## config.mk

```make
export PLATFORM = sky130hd
export DESIGN_NAME = hazard_tag_pipe
export DESIGN_NICKNAME = d
export VERILOG_FILES = /design/src/rtl/hazard_tag_pipe.sv
export SDC_FILE = /design/constraint.sdc
export NUM_CORES = 1
export LEC_CHECK = 0
export ABC_AREA = 1
export BUFFER_PORTS_ARGS = -buffer_cell sky130_fd_sc_hd__buf_2
export CAP_MARGIN = 20
export CORE_AREA = 2 2 80 159
export DETAILED_ROUTE_END_ITERATION = 8
export DIE_AREA = 0 0 82 161
export PLACE_DENSITY_LB_ADDON = 0.12
export SKIP_CTS_REPAIR_TIMING = 1
export SYNTH_ARGS = -nofsm -noshare
export SYNTH_HDL_FRONTEND = slang
export SYNTH_SLANG_ARGS = --single-unit
```

## constraint.sdc

```tcl
create_clock -name clk -period 1.5 [get_ports clk]
set_input_delay 0.075 -clock clk [delete_from_list [all_inputs] [get_ports clk]]
set_output_delay 0.075 -clock clk [all_outputs]
set_load 0.1 [all_outputs]
```

## src/rtl/hazard_tag_pipe.sv

```systemverilog
// Tag-tracking shadow of the D/E/M/W pipeline registers that feeds hazard detection and forwarding.
// It also keeps saturating counters for stall cycles, inserted bubbles and retired instructions.
module hazard_tag_pipe #(
    parameter int REGW = 4,
    parameter int CNTW = 16
) (
    input  logic            clk,
    input  logic            reset,
    input  logic            ValidF,
    input  logic [REGW-1:0] Rs1D,
    input  logic [REGW-1:0] Rs2D,
    input  logic [REGW-1:0] RdD,
    input  logic            RegWriteD,
    input  logic            ResultSrcD,
    input  logic            StallD,
    input  logic            FlushD,
    input  logic            FlushE,
    input  logic            ClrCnt,
    output logic            ValidD,
    output logic [REGW-1:0] Rs1E,
    output logic [REGW-1:0] Rs2E,
    output logic [REGW-1:0] RdE,
    output logic            ResultSrcE,
    output logic [REGW-1:0] RdM,
    output logic            RegWriteM,
    output logic [REGW-1:0] RdW,
    output logic            RegWriteW,
    output logic            ValidW,
    output logic [CNTW-1:0] StallCnt,
    output logic [CNTW-1:0] BubbleCnt,
    output logic [CNTW-1:0] RetireCnt
);

    logic reg_write_e;
    logic valid_e;
    logic valid_m;

    // Clear wins over increment; the counter sticks at all-ones instead of wrapping.
    function automatic logic [CNTW-1:0] cnt_next(input logic clr, input logic inc,
                                                 input logic [CNTW-1:0] cur);
        if (clr) return '0;
        if (inc && (cur != {CNTW{1'b1}})) return cur + 1'b1;
        return cur;
    endfunction

    always_ff @(posedge clk) begin
        if (!reset) begin
            ValidD      <= 1'b0;
            Rs1E        <= '0;
            Rs2E        <= '0;
            RdE         <= '0;
            ResultSrcE  <= 1'b0;
            reg_write_e <= 1'b0;
            valid_e     <= 1'b0;
            RdM         <= '0;
            RegWriteM   <= 1'b0;
            valid_m     <= 1'b0;
            RdW         <= '0;
            RegWriteW   <= 1'b0;
            ValidW      <= 1'b0;
            StallCnt    <= '0;
            BubbleCnt   <= '0;
            RetireCnt   <= '0;
        end else begin
            // A taken branch squashes D even while a load-use stall is pending.
            if (FlushD) begin
                ValidD <= 1'b0;
            end else if (!StallD) begin
                ValidD <= ValidF;
            end

            // Tags of an invalid D slot are forced to zero so a bubble never matches a live register.
            if (FlushE || !ValidD) begin
                Rs1E        <= '0;
                Rs2E        <= '0;
                RdE         <= '0;
                ResultSrcE  <= 1'b0;
                reg_write_e <= 1'b0;
                valid_e     <= 1'b0;
            end else begin
                Rs1E        <= Rs1D;
                Rs2E        <= Rs2D;
                RdE         <= RdD;
                ResultSrcE  <= ResultSrcD;
                reg_write_e <= RegWriteD;
                valid_e     <= 1'b1;
            end

            RdM       <= RdE;
            RegWriteM <= reg_write_e;
            valid_m   <= valid_e;

            RdW       <= RdM;
            RegWriteW <= RegWriteM;
            ValidW    <= valid_m;

            StallCnt  <= cnt_next(ClrCnt, StallD & ~FlushD, StallCnt);
            BubbleCnt <= cnt_next(ClrCnt, FlushE, BubbleCnt);
            RetireCnt <= cnt_next(ClrCnt, ValidW, RetireCnt);
        end
    end

endmodule

```

Yosys cells after proc, flatten, opt, wreduce, memory -nomap -nowiden
Cells that the tools add are included.
- add/subtract/negate cells: 3
- equal/unequal tests: 3
- multiplexer cells: 22
- bitwise operators: 3
- reduce and logical (&&, ||, !) cells: 10
- operators by type and width (cell ; number):
    two-way mux 16 bit ; 10
    adder 16 x 1 -> 16 bit, second input constant ; 3
    != test 16 bit, second input constant ; 3
    two-way mux 1 bit ; 12
    nonzero test 2 bit ; 3
    OR reduction 2 bit ; 2
    logical AND 1 bit ; 3
    NOT 1 bit ; 2
    bitwise AND 1 bit ; 1
    logical NOT 1 bit ; 1
    logical OR 1 bit ; 1
- register bits after elaboration: 76
- bits of input ports: 21
- output and inout bits: 73
- logic and storage cells: 57

Logic depth before layout (Yosys ltp)
- depth in word-level cells: 8
- mapped depth: 11
- depth with buffers taken out: 10

Least setup slack after synthesis
No wires, ideal clock.
- path kind: reg2reg
- from: reg RetireCnt[1]
- to: reg RetireCnt[13]
- setup time: 0.119 ns
- arrival: 2.135 ns
- data required time: 1.381 ns
- path slack: -0.754 ns
- cell stages (with the launch flop): 10
- buffers on the path: 1
- clock period less this slack: 2.254 ns
- path through: dfxtp_1 > ha_1 > nand2_1 > nor2_4 > nand2_2 > nor2_4 > nor2_4 > buf_6 > a21oi_1 > nor2_1
- word-level cells in the longest chain between the ends: 6
- elaborated cells between the ends (all ways): 10
- those cells by class: add/sub: 1; eq/ne: 1; mux: 6; reduce/logical: 2
- ends and longest elaborated chain (what ; RTL line ; text):
    start: declaration ; 31 ; output logic [CNTW-1:0] RetireCnt
    start signal: assignment ; 99 ; RetireCnt <= cnt_next(ClrCnt, ValidW, RetireCnt);
    parallel branches: the longest is 6 deep, another holds adder 16 x 1 -> 16 bit ; -- ;
Several ways; the timed one is not identified. The select of a mux whose other input is x is not followed.
A chain may end at the register's enable or synchronous reset.

Final worst setup path
- from: reg BubbleCnt[1]
- to: reg BubbleCnt[15]
- word-level cells in the longest chain between the ends: 6
- elaborated cells between the ends (all ways): 10
- those cells by class: add/sub: 1; eq/ne: 1; mux: 6; reduce/logical: 2
- ends and longest elaborated chain (what ; RTL line ; text):
    start: declaration ; 30 ; output logic [CNTW-1:0] BubbleCnt,
    start signal: assignment ; 98 ; BubbleCnt <= cnt_next(ClrCnt, FlushE, BubbleCnt);
    parallel branches: the longest is 6 deep, another holds adder 16 x 1 -> 16 bit ; -- ;
Several ways; the timed one is not identified. The select of a mux whose other input is x is not followed.

==> impl_metrics.yaml <==
hold_path:
  hold_class: "primary input to flip-flop"
global_routing:
  grt_pass1_vias: 3147
  antenna_found_initial: 0
  grt_max_degree: 32
  grt_pass1_wl_mm: 14.10
  grt_overflow_total: 0
  grt_util_all_layers_pct: 13.49
flow_run:
  maxCapViolCount: 0
timing:
  finalSetupViolCount: 0
  hold_violations: 0
  timing.fmax_ghz: 0.6838
  rsz0062_at_grt: "yes"
  tns_ns: 0
  fin_crit_ns: 1.462
  fin_crit_sh_pct: 97.49
  slew_viol_final: 0
  max-slew-margin-rel_pct: 61.23
  tightest_slew_ns: 0.5800
  skew_ns: 0.005075
placement:
  gp_routability_congestion: 0.7381
  dp_hpwl_mm: 6.005
  port_buffers: 93
run_status:
  outcome: "completed"
cells_and_area:
  multi_input_area_mm2: 0.001802
  seqCellArea_mm2: 0.001667
  nets: 685
  n_antenna_cell: 0
  area_growth_pct: 47.58
  drive_gt1_share_pct: 37.09
  nFillCells: 1234
  final_util_pct: 43.54
yosys:
  syn_nets: 553
  synth_top_area_cell: "dfxtp_1"
  ys_top_cells_by_area: "dfxtp_1 (43%), nand2_1 (15%), nor2_1 (11%)"
  synth_common_cells: "nand2_1 (138), nor2_1 (107), inv_1 (89), dfxtp_1 (76), nand3_1 (27)"
  seq_area_frac_synth_pct: 43.04
  netlist_area_mm2: 0.003535
  ys_types: 24
  yosysWarnings: 0
  synth_seq_cells: 76
  yosys.area.top_type_share_pct: 43.04
  synth_most_common_cell: "nand2_1"
  synth_edf_count: 0
  syn_avg_cell_area_um2: 6.682
  synth-async-reset-ratio_pct: 0
  syn-instance-count: 529
  synthFlopType: "dfxtp_1"
clocking:
  htreeDepth: 3
  numCtsBuffers: 9
  cts_sinks: 76
  cts_tree: "done"
  cts_buffer_depth: 2
  clk_latency_ns: 0.33
  cts_root_buf: "clkbuf_16"
  clk_pin_slew_ns: 0.07
route:
  drc: 0
  drt_wl_total_mm: 9.032
  drt_iter0_drc: 100
  ant_nets: 0
  avgRoutedWirePerCell_um: 11.11
  firstDrtPassIters: 6
  vias: 3465
  via_per_inst: 4.262
power:
  pwr_density_cell_mw_per_mm2: 850.2
  vdd_drop_max_uv: 616.7
  leakagePower_nw: 2.469
  finalPower_w: 0.004435
floorplanning:
  ios: 94
  initial_core_util_pct: 29.50
  core-area_mm2: 0.01198
  die_area_mm2: 0.01320
  die_h_um: 161
  dieWidth_um: 82
  std_cell_rows: 57
critical_path:
  criticalPathCategory: "flip-flop to flip-flop"
  cp.required_ns: 1.73
  end_kind: "flip-flop"
  cp.arrival_ns: 1.69
  start_kind: "flip-flop"
  critPathMaxFanout: 8
-- cells in the final DEF, fill, tap and decap left out, types with 15 or more instances in the layout --
cell / instances
dfxtp_4: 33
dfxtp_2: 17
inv_1: 88
dlygate4sd3_1: 15
nand2_1: 127
nor2_1: 102
buf_2: 93
nand3_1: 18
dfxtp_1: 26
-- area by class of cell --
cell class | instances | share of cell area (%)
flip-flops and latches | 76 | 31.95
inverters | 93 | 6.692
clock buffers | 9 | 4.318
multi-input cells | 350 | 34.54
well taps | 147 | 3.526
clock inverters | 7 | 1.295
repair buffers | 131 | 17.68
-- power breakdown --
group	leakage, nW	internal [W]	total [W]	switching, W
clock	0.140	0.00116	0.00215	0.000989
combinational	1.68	0.000119	0.000303	0.000184
sequential	0.648	0.00197	0.00198	0.00000812
total	2.47	0.00325	0.00443	0.00118
-- kinds of logic after synthesis --
kind of cell | share of synthesized area [%]
DFF | 43.04
adders and majority gates | 1.062
and+or+nand+nor | 38.09
buffers and inverters | 11.75
AOI/OAI and AO/OA | 6.053
-- critical path: stages, from the launching register on --
cell and delay, ns:
dfxtp_4 0.35, ha_4 0.16, nand2_4 0.07, nor2_4 0.04, nand2_4 0.11, nor2_4 0.05
nor2_4 0.15, buf_12 0.15, buf_6 0.10, nand3_2 0.06, nand2_1 0.08, nor2_1 0.04
-- routing by layer --
| layer | global-route usage, % | part of all wire, % | wire, µm |
|---|---|---|---|
| met1 | 15.95 | 45 | 4056 |
| met2 | 22.95 | 49 | 4427 |
| met3 | 3.520 | 4.2 | 381 |
| met4 | 4.773 | 1.8 | 165 |
| met5 | 0 | 0 | 0 |
-- registers in the layout (all words and copies together), names as in the netlist --
signal and flops:
BubbleCnt 16, RdE 4, ResultSrcE 1, StallCnt 16, ValidW 1, valid_e 1, RegWriteW 1, Rs2E 4
valid_m 1, RdW 4, RetireCnt 16, ValidD 1, RegWriteM 1, Rs1E 4, reg_write_e 1, RdM 4
-- stage by stage --
stage	setup WS (ns)	area (µm²)	std cells	hold slack, ns
after floorplan	-0.1205	3801	529	0.1458
after global placement	-0.08273	4502	767	0.2692
after detailed placement	-0.09965	4502	767	0.2749
after CTS	-0.1148	4795	783	-0.08932
after global routing	-0.05537	5216	813	0.05251
final	0.03768	5216	813	0.02274
-- worst paths after layout --
kind	from	to	slack (ns)	cells past startpoint
min reg2reg	valid_m	ValidW	0.41	2
min	StallD	ValidD	0.02	3
max reg2reg	BubbleCnt[1]	BubbleCnt[15]	0.04	11
max	BubbleCnt[1]	BubbleCnt[15]	0.04	11
No activity file was read; power rests on OpenSTA's default activity.
